==> src/rtl/comparator_pkg.sv <==
// Shared types for the bit-serial magnitude comparator:
// FSM state encoding and one-hot result codes.
package comparator_pkg;

    typedef enum logic [1:0] {
        IDLE = 2'd0,
        CMP  = 2'd1,
        DONE = 2'd2
    } state_t;

    localparam int RES_EQ_BIT = 0;
    localparam int RES_LT_BIT = 1;
    localparam int RES_GT_BIT = 2;

    localparam logic [2:0] RES_NONE = 3'b000;
    localparam logic [2:0] RES_EQ   = 3'b001;
    localparam logic [2:0] RES_LT   = 3'b010;
    localparam logic [2:0] RES_GT   = 3'b100;

    // Decide a differing bit pair; invert swaps polarity for a sign bit.
    function automatic logic [2:0] bit_result(
        input logic a_bit,
        input logic b_bit,
        input logic invert
    );
        return (invert ? b_bit : a_bit) ? RES_GT : RES_LT;
    endfunction

endpackage

==> src/rtl/serial_mag_comparator.sv <==
// Bit-serial magnitude comparator, MSB first, early exit on the
// first differing bit pair; unsigned or two's-complement operands.
module serial_mag_comparator
    import comparator_pkg::*;
#(
    parameter int WIDTH = 8
) (
    input  logic             clk,
    input  logic             rst,
    input  logic             in_valid,
    output logic             in_ready,
    input  logic [WIDTH-1:0] a,
    input  logic [WIDTH-1:0] b,
    input  logic             signed_mode,
    output logic             out_valid,
    input  logic             out_ready,
    output logic             a_eq_b,
    output logic             a_lt_b,
    output logic             a_gt_b
);

    localparam int IW = $clog2(WIDTH);
    localparam logic [IW-1:0] MSB_IDX = IW'(WIDTH - 1);

    state_t           state_q, state_d;
    logic [WIDTH-1:0] a_q, a_d;
    logic [WIDTH-1:0] b_q, b_d;
    logic             signed_q, signed_d;
    logic [IW-1:0]    idx_q, idx_d;
    logic [2:0]       res_q, res_d;

    logic a_bit;
    logic b_bit;
    logic at_msb;

    assign a_bit  = a_q[idx_q];
    assign b_bit  = b_q[idx_q];
    assign at_msb = (idx_q == MSB_IDX);

    always_comb begin
        state_d  = state_q;
        a_d      = a_q;
        b_d      = b_q;
        signed_d = signed_q;
        idx_d    = idx_q;
        res_d    = res_q;
        unique case (state_q)
            IDLE: begin
                if (in_valid) begin
                    a_d      = a;
                    b_d      = b;
                    signed_d = signed_mode;
                    idx_d    = MSB_IDX;
                    state_d  = CMP;
                end
            end
            CMP: begin
                if (a_bit != b_bit) begin
                    state_d = DONE;
                    res_d   = bit_result(a_bit, b_bit, signed_q && at_msb);
                end else if (idx_q == '0) begin
                    state_d = DONE;
                    res_d   = RES_EQ;
                end else begin
                    idx_d = idx_q - IW'(1);
                end
            end
            DONE: begin
                if (out_ready) begin
                    state_d = IDLE;
                    res_d   = RES_NONE;
                end
            end
            default: begin
                state_d = IDLE;
                res_d   = RES_NONE;
            end
        endcase
    end

    always_ff @(posedge clk) begin
        if (rst) begin
            state_q <= IDLE;
            res_q   <= RES_NONE;
        end else begin
            state_q <= state_d;
            res_q   <= res_d;
        end
    end

    // Operands and index are only meaningful in CMP, so no reset.
    always_ff @(posedge clk) begin
        a_q      <= a_d;
        b_q      <= b_d;
        signed_q <= signed_d;
        idx_q    <= idx_d;
    end

    assign in_ready  = (state_q == IDLE);
    assign out_valid = (state_q == DONE);
    assign a_eq_b    = res_q[RES_EQ_BIT];
    assign a_lt_b    = res_q[RES_LT_BIT];
    assign a_gt_b    = res_q[RES_GT_BIT];

endmodule

==> config.mk <==
export PLATFORM = sky130hd
export DESIGN_NAME = serial_mag_comparator
export DESIGN_NICKNAME = d
export VERILOG_FILES = /design/src/rtl/comparator_pkg.sv /design/src/rtl/serial_mag_comparator.sv
export SDC_FILE = /design/constraint.sdc
export NUM_CORES = 1
export LEC_CHECK = 0
export CAP_MARGIN = 20
export CORE_UTILIZATION = 39
export DETAILED_ROUTE_END_ITERATION = 10
export PLACE_DENSITY = 0.65
export SYNTH_ARGS = -nofsm -noshare
export SYNTH_HDL_FRONTEND = slang
export SYNTH_SLANG_ARGS = --single-unit
==> constraint.sdc <==
create_clock -name clk -period 6.13 [get_ports clk]
set_input_delay 0.9195 -clock clk [delete_from_list [all_inputs] [get_ports clk]]
set_output_delay 0.9195 -clock clk [all_outputs]
set_load 0.05 [all_outputs]
==> results.md, run 1 <==
- Run status: finished, final reports clean
- Hold path cells: 2
- Ys Warns: 0
- CP bufs+invs: 1
- RSZ-0062 raised after global routing: false
- Min Hold Slack: 0.4662 ns
- Commonest non-fill, non-tap cell in the layout: clkdlybuf4s50_1
- Slew @ Worst Pin: 0.7970 ns
- Top cells by area, synth: edfxtp_1 54%, dfxtp_1 9.1%, mux4_2 8.2%
- Congestion Overflow GR: 0
- Area of the multi-input gates: 375.4 µm²
- Period utilization: 43.37%
- Postcts setup bufs: 0
- Clock net sink count: 25
- Yosys cell types: 29
- P per Cell Area: 274.1 nW/µm²
- Lkg Pwr: 0.4995 nW
- Die Y: 55.17 µm
- Detail Route Antenna Nets: 0
- Design area: 1403 µm²
- Critical Path, Cell by Cell: nor2b_1 > clkdlybuf4s50_1
- CTS tree: yes
- Compound-Gate Fraction of Synth Area: 7.264%
- Delay-heaviest family, CP: buffers and inverters
- Share of Yosys cell area claimed by the top area cell type: 54.48%
- Die area: 3043 µm²
- Max-cap violation count: 0
- Sequential-to-total area share from yosys stat: 63.56%
- # hold bufs at CTS: 0
- Slew margin rel.: 46.87%
- Worst EP arrival: 1.74 ns
- Net Count, Synth: 97
- Final Setup Violations: 0
- Core Rows: 18
- Min-delay src: res_q[2]$_SDFFE_PP0P_
- Initial antenna violation count: 0
- DR WL/cell: 13.04 µm
- Slowest stage delay, CP: 0.82 ns
- FF-to-FF setup slack: 3.90 ns
- Largest family of logic cells by synthesized area: multiplexers
- CTS root buf: clkbuf_4
- Clock transition at path regs: 0.14 ns
- First-pass GRT wire length: 2.801 mm
- Skew-Pair Late Insertion Delay: 0.31 ns
- Setup WS post-layout: 3.472 ns
- Post-Synthesis Cell Area: 1102 µm²
- Total CTS buffers: 3
- Register bit total from synthesis: 25
- Final Hold Fails: 0
- Avg Cell Area, Syn: 15.10 µm²
- XOR/XNOR Fraction of Synth Area: 2.270%
- # H-tree levels: 1
- Largest net degree at the start of global routing: 20
- # IOs: 26
- Max-slew violations: 0
- DRC viols: 0
- Register-to-Register Path Depth: 4
- Number of I/O port buffers: 25
- Vias per cell: 5.085
- Slowest CP cell: clkdlybuf4s50_1
- Critical path required time: 5.21 ns
- Mapped Cells: 73
- Pre-Repair DR Iteration Count: 3
- Synth area leader: edfxtp_1
- Startpoint types: flop
- Vias in the first global route: 686
- Worst VDD drop: 156.9 µV
- Total core area: 2567 µm²
- Area post-placement: 1375 µm²
- Via Count: 661
- Clock Path Buffers: 2
- Adder-Cell Fraction of Synth Area: 3.405%
- Critical path endpoint category: primary output
- Fin nets: 125
- N_diodes: 0
- Routed wire length: 1.695 mm
- Setup TNS: 0 ns
- Die Wd: 55.17 µm
- Worst Path Max Fanout: 6
- Register Area: 700.7 µm²
- Cell Count, Final, Fillers Out: 130
- Layout cells sized above 1: 13.00%
- Hpwl dp: 1.303 mm
- Initial core utilization: 42.93%
- Fillers: 228
- Hold Path End: res_q[2]$_SDFFE_PP0P_
- Most frequent cells in the layout: 25 x clkdlybuf4s50_1, 20 x edfxtp_1, 6 x nand2_1
- Fmax achieved: 0.3762 GHz
- FF-to-FF End: idx_q[0]$_SDFFCE_PN1P_
- DR iter-0 viols: 9
- Overall routing resource usage: 13.90%
- Simple-gate share of the synthesized area: 9.535%
- Place WS: 3.577 ns
- Final worst path period need: 2.658 ns
- Placer Congestion: 0.7098
- Worst min-delay path class: flop to flop
- Crit path kind: flop to primary output
- Placed insts: 126
- Worst r2r src: idx_q[0]$_SDFFCE_PN1P_
- CTS resizes: 0
- Clk_skew: 0.01307 ns
- Mux cell area share after synthesis: 11.58%
- Area Overhead vs Synth: 27.24%
-- cells by family (layout without fill, tap and decap cells) --
kind of cell,count (synthesis),in the layout
AND/OR/NAND/NOR,21,21
buffers and inverters,5,32
AO/OA/AOI/OAI,11,11
flip-flops,25,25
adder cells (fa/ha/maj),3,3
multiplexers,6,6
XOR/XNOR,2,2
-- how the worst max path moves through the flow --
stage	startpoint	endpoint	slack, ns	cells after the start
global placement	in_valid	idx_q[1]$_SDFFCE_PN1P_	3.63	3
finish	state_q[1]$_SDFFE_PP0P_	out_valid	3.47	2
detailed placement	in_valid	idx_q[1]$_SDFFCE_PN1P_	3.58	3
global route	state_q[1]$_SDFFE_PP0P_	out_valid	3.36	2
CTS	state_q[1]$_SDFFE_PP0P_	out_valid	3.45	2
floorplan	state_q[1]$_SDFFE_PP0P_	idx_q[0]$_SDFFCE_PN1P_	4.01	3
-- state kept, by name, summed over array words and instances, names as in the netlist --
| signal | flops |
|---|---|
| state_q | 2 |
| a_q | 8 |
| b_q | 8 |
| res_q | 3 |
| idx_q | 3 |
| signed_q | 1 |
-- cell type report --
cell class | count | area share, %
clock inverters | 1 | 0.3568
well taps | 30 | 2.676
inverters | 3 | 0.8029
flip-flops and latches | 25 | 49.96
clock buffers | 3 | 1.606
multi-input cells | 43 | 26.76
repair buffers | 25 | 17.84
-- tightest hold or removal path, cell delays in order, from the launching register on --
cell     delay, ns
dfxtp_1       0.34
nand2_1       0.06
o21ai_1       0.05
-- synthesized netlist by cell type --
cell type / count
o2bb2ai_1: 1
inv_1: 2
mux2i_4: 1
a221oi_1: 1
o22ai_1: 1
o21ai_0: 1
dfxtp_1: 5
mux2_4: 1
o21ai_1: 1
and2_1: 1
inv_2: 1
nor3_1: 2
and3_1: 2
nor2b_1: 3
nor2_1: 3
edfxtp_1: 20
xor2_2: 1
xnor2_1: 1
nand2b_1: 3
a32o_1: 2
a21o_1: 1
buf_6: 1
a21oi_1: 2
mux4_2: 4
clkbuf_1: 1
a21oi_2: 1
nand2_1: 6
ha_1: 3
nand3_1: 1
-- stage by stage --
step,total power [W],util (%)
6_report,0.0003845,54.63
5_1_grt,0.0004044,54.63
4_1_cts,0.0003900,54.63
3_5_place_dp,0.0003189,53.56
3_3_place_gp,0.0003160,53.56
2_1_floorplan,0.0002871,-
-- per-layer routing --
metal,vias to the layer above,GRT usage (%),wire length (µm)
met3,4,3.552,83
li1,332,-,-
met2,16,26.10,895
met4,0,6.250,23
met5,-,0,0
met1,309,14.29,692
-- report_power, final --
group	switching (W)	internal, W	leakage, nW
logic	0.0000525	0.0000443	0.256
registers	0.00000979	0.000206	0.225
clock network	0.0000471	0.0000244	0.0177
Note: power is estimated with default switching activity, not from simulation.
==> inputs of run 2 (changes only) <==
- PLACE_DENSITY: 0.65 -> 0.68
- clock period: 6.13 -> 2.25 ns (I/O delays scaled with it)
==> run 2 against run 1 <==
Flip-flop and latch count did not move. Register-to-register slack got worse by 3.7 ns. Clock power increased to 3.0 times the previous value. First-iteration DRC count grew 11%. Worst setup slack got worse by 3.4 ns. Wire length increased by 4.2%. Critical path type unchanged. Highest routed layer unchanged.
==> results.md, run 2 (same netlist as run 1, synthesis figures left out) <==
- # IOs: 26 (unchanged)
- Postcts setup bufs: 0 (unchanged)
- Most frequent cells in the layout: 25 x clkdlybuf4s50_1, 20 x edfxtp_1, 6 x nand2_1
- Clock net sink count: 25 (unchanged)
- Worst min-delay path class: flop to flop
- Worst VDD drop: 553.5 µV (+250%)
- Sw Share: 29.31% (+0.86 points)
- Run status: finished, final reports clean
- Placed insts: 127 (+0.79%)
- Crit path kind: flop to primary output
- Fin nets: 127 (+1.6%)
- RSZ-0062 raised after global routing: false
- Core Rows: 18 (unchanged)
- Area of the multi-input gates: 375.4 µm² (unchanged)
- Vias per cell: 5.038 (-0.92%)
- Detail Route Antenna Nets: 0 (unchanged)
- Slew margin rel.: 67.06% (+20 points)
- P per Cell Area: 754.0 nW/µm² (+180%)
- Total core area: 2567 µm² (unchanged)
- Max-cap violation count: 0 (unchanged)
- Clock transition at path regs: 0.14 ns (about the same)
- Final Hold Fails: 0 (unchanged)
- Congestion Overflow GR: 0 (unchanged)
- Initial core utilization: 42.93% (unchanged)
- Clk_skew: 0.004600 ns (-0.008465 ns)
- Hpwl dp: 1.316 mm (+0.97%)
- CTS root buf: clkbuf_4
- Area Overhead vs Synth: 29.97%
- Commonest non-fill, non-tap cell in the layout: clkdlybuf4s50_1
- Worst EP arrival: 1.80 ns (+0.06 ns)
- Via Count: 665 (+0.61%)
- Fmax achieved: 0.4669 GHz
- DR iter-0 viols: 10 (+1)
- P_sw: 0.0003166 W (+190%)
- DR WL/cell: 13.39 µm (+2.7%)
- Placer Congestion: 0.7074 (-0.34%)
- CTS tree: yes
- Startpoint types: flop
- Pre-Repair DR Iteration Count: 4 (+1)
- Lkg Pwr: 0.5107 nW (+2.3%)
- # hold bufs at CTS: 0 (unchanged)
- Max-slew violations: 0 (unchanged)
- Fillers: 225 (-1.3%)
- DRC viols: 0 (unchanged)
- Critical path endpoint category: primary output
- Skew-Pair Late Insertion Delay: 0.33 ns (+0.02 ns)
- Setup TNS: 0 ns (unchanged)
- Hold path cells: 2 (unchanged)
- # H-tree levels: 1 (unchanged)
- Register-to-Register Path Depth: 5 (+1)
- Final Setup Violations: 0 (unchanged)
- Largest regs: a_q x8, b_q x8
- Die Y: 55.17 µm (unchanged)
- Die area: 3043 µm² (unchanged)
- Period utilization: 95.20%
- Total CTS buffers: 3 (unchanged)
- Slew @ Worst Pin: 0.4926 ns (-0.3044 ns)
- P_int: 0.0007637 W (+180%)
- Combinational share of power: 26.3% (+1.1 points)
- Cell Count, Final, Fillers Out: 132 (+1.5%)
- Vias in the first global route: 670 (-2.3%)
- Final worst path period need: 2.142 ns
- Layout cells sized above 1: 14.71% (+1.7 points)
- Clock Path Buffers: 2 (unchanged)
- N_diodes: 0 (unchanged)
- Sequential share of power: 54.2% (-2.0 points)
- Clock power share: 19.5% (+0.9 points)
- Initial antenna violation count: 0 (unchanged)
- Worst Path Max Fanout: 6 (unchanged)
- CTS resizes: 0 (unchanged)
- Largest net degree at the start of global routing: 17 (-15%)
- Routed wire length: 1.767 mm (+4.2%)
- Register Area: 700.7 µm² (unchanged)
- Die Wd: 55.17 µm (unchanged)
- First-pass GRT wire length: 2.946 mm (+5.2%)
- Overall routing resource usage: 14.58% (+0.67 points)
- Critical path required time: 1.91 ns (-3.30 ns)
- Number of I/O port buffers: 25 (unchanged)
## run 2: cell types whose count changed in the layout (fill, tap and decap cells not counted)
cell	previous run	this run
buf_12	0	1
buf_4	0	1
clkinv_2	1	0
clkinvlp_4	0	1
## run 2: worst max-delay path, cell delays in order, from the launching register on
cell and delay (ns):
dfxtp_1 0.45, nor2b_1 0.20, clkdlybuf4s50_1 0.82
## run 2: stage by stage
step / utilization (%) / hold slack, ns / setup slack [ns] / cell area (µm²) / power, W
CTS: 55.02 / 0.4778 / 0.07255 / 1413 / 0.001078
global route: 55.80 / 0.4915 / 0.04378 / 1433 / 0.001141
finish: 55.80 / 0.4708 / 0.1081 / 1433 / 0.001080
floorplan: - / 0.4162 / 0.1258 / 1102 / 0.0007821
global placement: 53.85 / 0.4410 / 0.1124 / 1383 / 0.0008642
detailed placement: 53.85 / 0.4594 / 0.08146 / 1383 / 0.0008708
## run 2: per-layer routing
metal / routed length [µm] / GRT usage (%) / up-vias
met5: 0 / 0 / -
met4: 9 / 3.750 / 0
met3: 85 / 5.738 / 2
met2: 849 / 23.90 / 18
met1: 823 / 17.94 / 312
li1: - / - / 333
## run 2: power by group through the flow
| stage | registers (W) | clock network (W) | logic, W |
|---|---|---|---|
| 2_1_floorplan | 0.000599 | 0 | 0.000183 |
| 3_3_place_gp | 0.000601 | 0 | 0.000263 |
| 3_5_place_dp | 0.000602 | 0 | 0.000269 |
| 4_1_cts | 0.000591 | 0.000217 | 0.000269 |
| 5_1_grt | 0.000591 | 0.000240 | 0.000311 |
| 6_report | 0.000585 | 0.000211 | 0.000284 |
## run 2: worst paths after layout
check | startpoint | end | slack [ns]
setup / recovery | state_q[1]$_SDFFE_PP0P_ | out_valid | 0.11
hold / removal | res_q[1]$_SDFFE_PP0P_ | res_q[1]$_SDFFE_PP0P_ | 0.47
setup reg to reg | idx_q[0]$_SDFFCE_PN1P_ | idx_q[0]$_SDFFCE_PN1P_ | 0.16
hold reg to reg | res_q[1]$_SDFFE_PP0P_ | res_q[1]$_SDFFE_PP0P_ | 0.47
## run 2: layout make-up
class                           instances  area share [%]
Sequential cell                        25           48.91
Multi-Input combinational cell         43           26.20
Timing Repair Buffer                   27           19.39
Tap cell                               30           2.620
Clock buffer                            3           1.572
Inverter                                3          0.7860
Clock inverter                          1          0.5240
==> inputs of run 3 (changes only) <==
- ABC_CLOCK_PERIOD_IN_PS: unset -> 2250
- MAX_ROUTING_LAYER: unset -> met4
==> run 3 against run 2 <==
Sequential share of layout area unchanged. Critical endpoint unchanged. Largest power group unchanged. Die area unchanged. Critical path type unchanged. Hold slack unchanged. Combinational power is essentially flat. Total power barely moved.
==> results.md, run 3 (same netlist as run 1, synthesis figures left out) <==
- Run status: finished, final reports clean
- Overall routing resource usage: 15.00% (+0.42 points)
- First-pass GRT wire length: 2.939 mm (-0.24%)
- Die area: 3043 µm² (unchanged)
- Vias per cell: 5.061 (+0.45%)
- CTS root buf: clkbuf_4
- Final worst path period need: 2.139 ns (-0.003007 ns)
- RSZ-0062 raised after global routing: false
- Largest net degree at the start of global routing: 17 (unchanged)
- P per Cell Area: 753.8 nW/µm² (about the same)
- Area post-placement: 1383 µm² (unchanged)
- Lkg Pwr: 0.5107 nW (unchanged)
- Clk_skew: 0.004063 ns (-0.0005372 ns)
- # H-tree levels: 1 (unchanged)
- Slew margin rel.: 67.07% (about the same)
- Clock power share: 19.5% (about the same)
- CTS resizes: 0 (unchanged)
- Crit path kind: flop to primary output
- Die Y: 55.17 µm (unchanged)
- Worst EP arrival: 1.80 ns (about the same)
- Core Rows: 18 (unchanged)
- Place WS: 0.08146 ns (unchanged)
- Congestion Overflow GR: 0 (unchanged)
- N_diodes: 0 (unchanged)
- CTS tree: yes
- Worst min-delay path class: flop to flop
- Hpwl dp: 1.316 mm (unchanged)
- # IOs: 26 (unchanged)
- Placer Congestion: 0.7153 (+1.1%)
- Layout cells sized above 1: 14.71% (unchanged)
- Number of I/O port buffers: 25 (unchanged)
- Detail Route Antenna Nets: 0 (unchanged)
- Startpoint types: flop
- Clock Path Buffers: 2 (unchanged)
- Max-cap violation count: 0 (unchanged)
- Total core area: 2567 µm² (unchanged)
- Skew-Pair Late Insertion Delay: 0.33 ns (about the same)
- P_int: 0.0007636 W (about the same)
- Pre-Repair DR Iteration Count: 4 (unchanged)
- Sw Share: 29.28% (about the same)
- DR iter-0 viols: 10 (unchanged)
- Total CTS buffers: 3 (unchanged)
- Period utilization: 95.06% (-0.13 points)
- Initial antenna violation count: 0 (unchanged)
- Min Hold Slack: 0.4708 ns (unchanged)
- Routed wire length: 1.766 mm (about the same)
- Worst VDD drop: 552.2 µV (-0.24%)
- Die Wd: 55.17 µm (unchanged)
- Clock transition at path regs: 0.14 ns (about the same)
- Fin nets: 127 (unchanged)
- DR WL/cell: 13.38 µm (about the same)
- Most frequent cells in the layout: 25 x clkdlybuf4s50_1, 20 x edfxtp_1, 6 x nand2_1
- Clock net sink count: 25 (unchanged)
- Design area: 1433 µm² (unchanged)
- Initial core utilization: 42.93% (unchanged)
- Worst Path Max Fanout: 6 (unchanged)
- Final Setup Violations: 0 (unchanged)
- Area Overhead vs Synth: 29.97% (unchanged)
- Critical path required time: 1.91 ns (about the same)
- DRC viols: 0 (unchanged)
- Vias in the first global route: 671 (+0.15%)
- Setup TNS: 0 ns (unchanged)
- Sequential share of power: 54.2% (about the same)
- Slew @ Worst Pin: 0.4925 ns (-0.0001286 ns)
- Final Power: 0.001080 W (about the same)
- Max-slew violations: 0 (unchanged)
- Commonest non-fill, non-tap cell in the layout: clkdlybuf4s50_1
- P_sw: 0.0003162 W (-0.12%)
- Final Hold Fails: 0 (unchanged)
- Critical path endpoint category: primary output
- Combinational share of power: 26.3% (about the same)
- Via Count: 668 (+0.45%)
- Largest regs: a_q x8, b_q x8
- # hold bufs at CTS: 0 (unchanged)
- Fmax achieved: 0.4675 GHz (+0.14%)
- Setup WS post-layout: 0.1111 ns (+0.003007 ns)
## run 3: cell counts in the layout (fill, tap and decap cells not counted)
No cell type changed its count.
## run 3: final timing paths
path / start / to / slack (ns) / cells after the start
setup / recovery: state_q[1]$_SDFFE_PP0P_ / out_valid / 0.11 / 2
hold reg to reg: res_q[1]$_SDFFE_PP0P_ / res_q[1]$_SDFFE_PP0P_ / 0.47 / 2
setup reg to reg: idx_q[0]$_SDFFCE_PN1P_ / idx_q[0]$_SDFFCE_PN1P_ / 0.16 / 5
hold / removal: res_q[1]$_SDFFE_PP0P_ / res_q[1]$_SDFFE_PP0P_ / 0.47 / 2
## run 3: per-layer routing
| layer | vias up | global-route usage (%) | share of wire, % |
|---|---|---|---|
| li1 | 334 | - | - |
| met1 | 314 | 17.94 | 46 |
| met2 | 18 | 23.90 | 48 |
| met3 | 2 | 5.738 | 5.0 |
| met4 | 0 | 3.750 | 0.51 |
| met5 | - | - | 0 |
## run 3: what timing repair did
action,4_1_cts,5_1_grt
endpoints found under the setup margin,0,3
buffers inserted,0,1
endpoints found under the hold margin,0,0
## run 3: power by group through the flow
stage | Clock, W | Combinational [W] | Sequential (W)
finish | 0.000211 | 0.000284 | 0.000585
global route | 0.000240 | 0.000311 | 0.000591
CTS | 0.000217 | 0.000269 | 0.000591
detailed placement | 0 | 0.000269 | 0.000602
global placement | 0 | 0.000263 | 0.000601
floorplan | 0 | 0.000183 | 0.000599
## run 3: stage by stage
stage               cells  utilization (%)
floorplan              73                -
global placement      127            53.85
detailed placement    127            53.85
CTS                   131            55.02
global route          132            55.80
finish                132            55.80
## run 3: area by class of cell
type	instances	area [µm²]
flip-flops and latches	25	700.7
well taps	30	37.54
inverters	3	11.26
repair buffers	27	277.8
clock buffers	3	22.52
fillers	225	1135
clock inverters	1	7.507
multi-input cells	43	375.4
## run 3: worst max-delay path, stage by stage (launching register included)
cell,delay [ns]
dfxtp_1,0.45
nor2b_1,0.20
clkdlybuf4s50_1,0.82
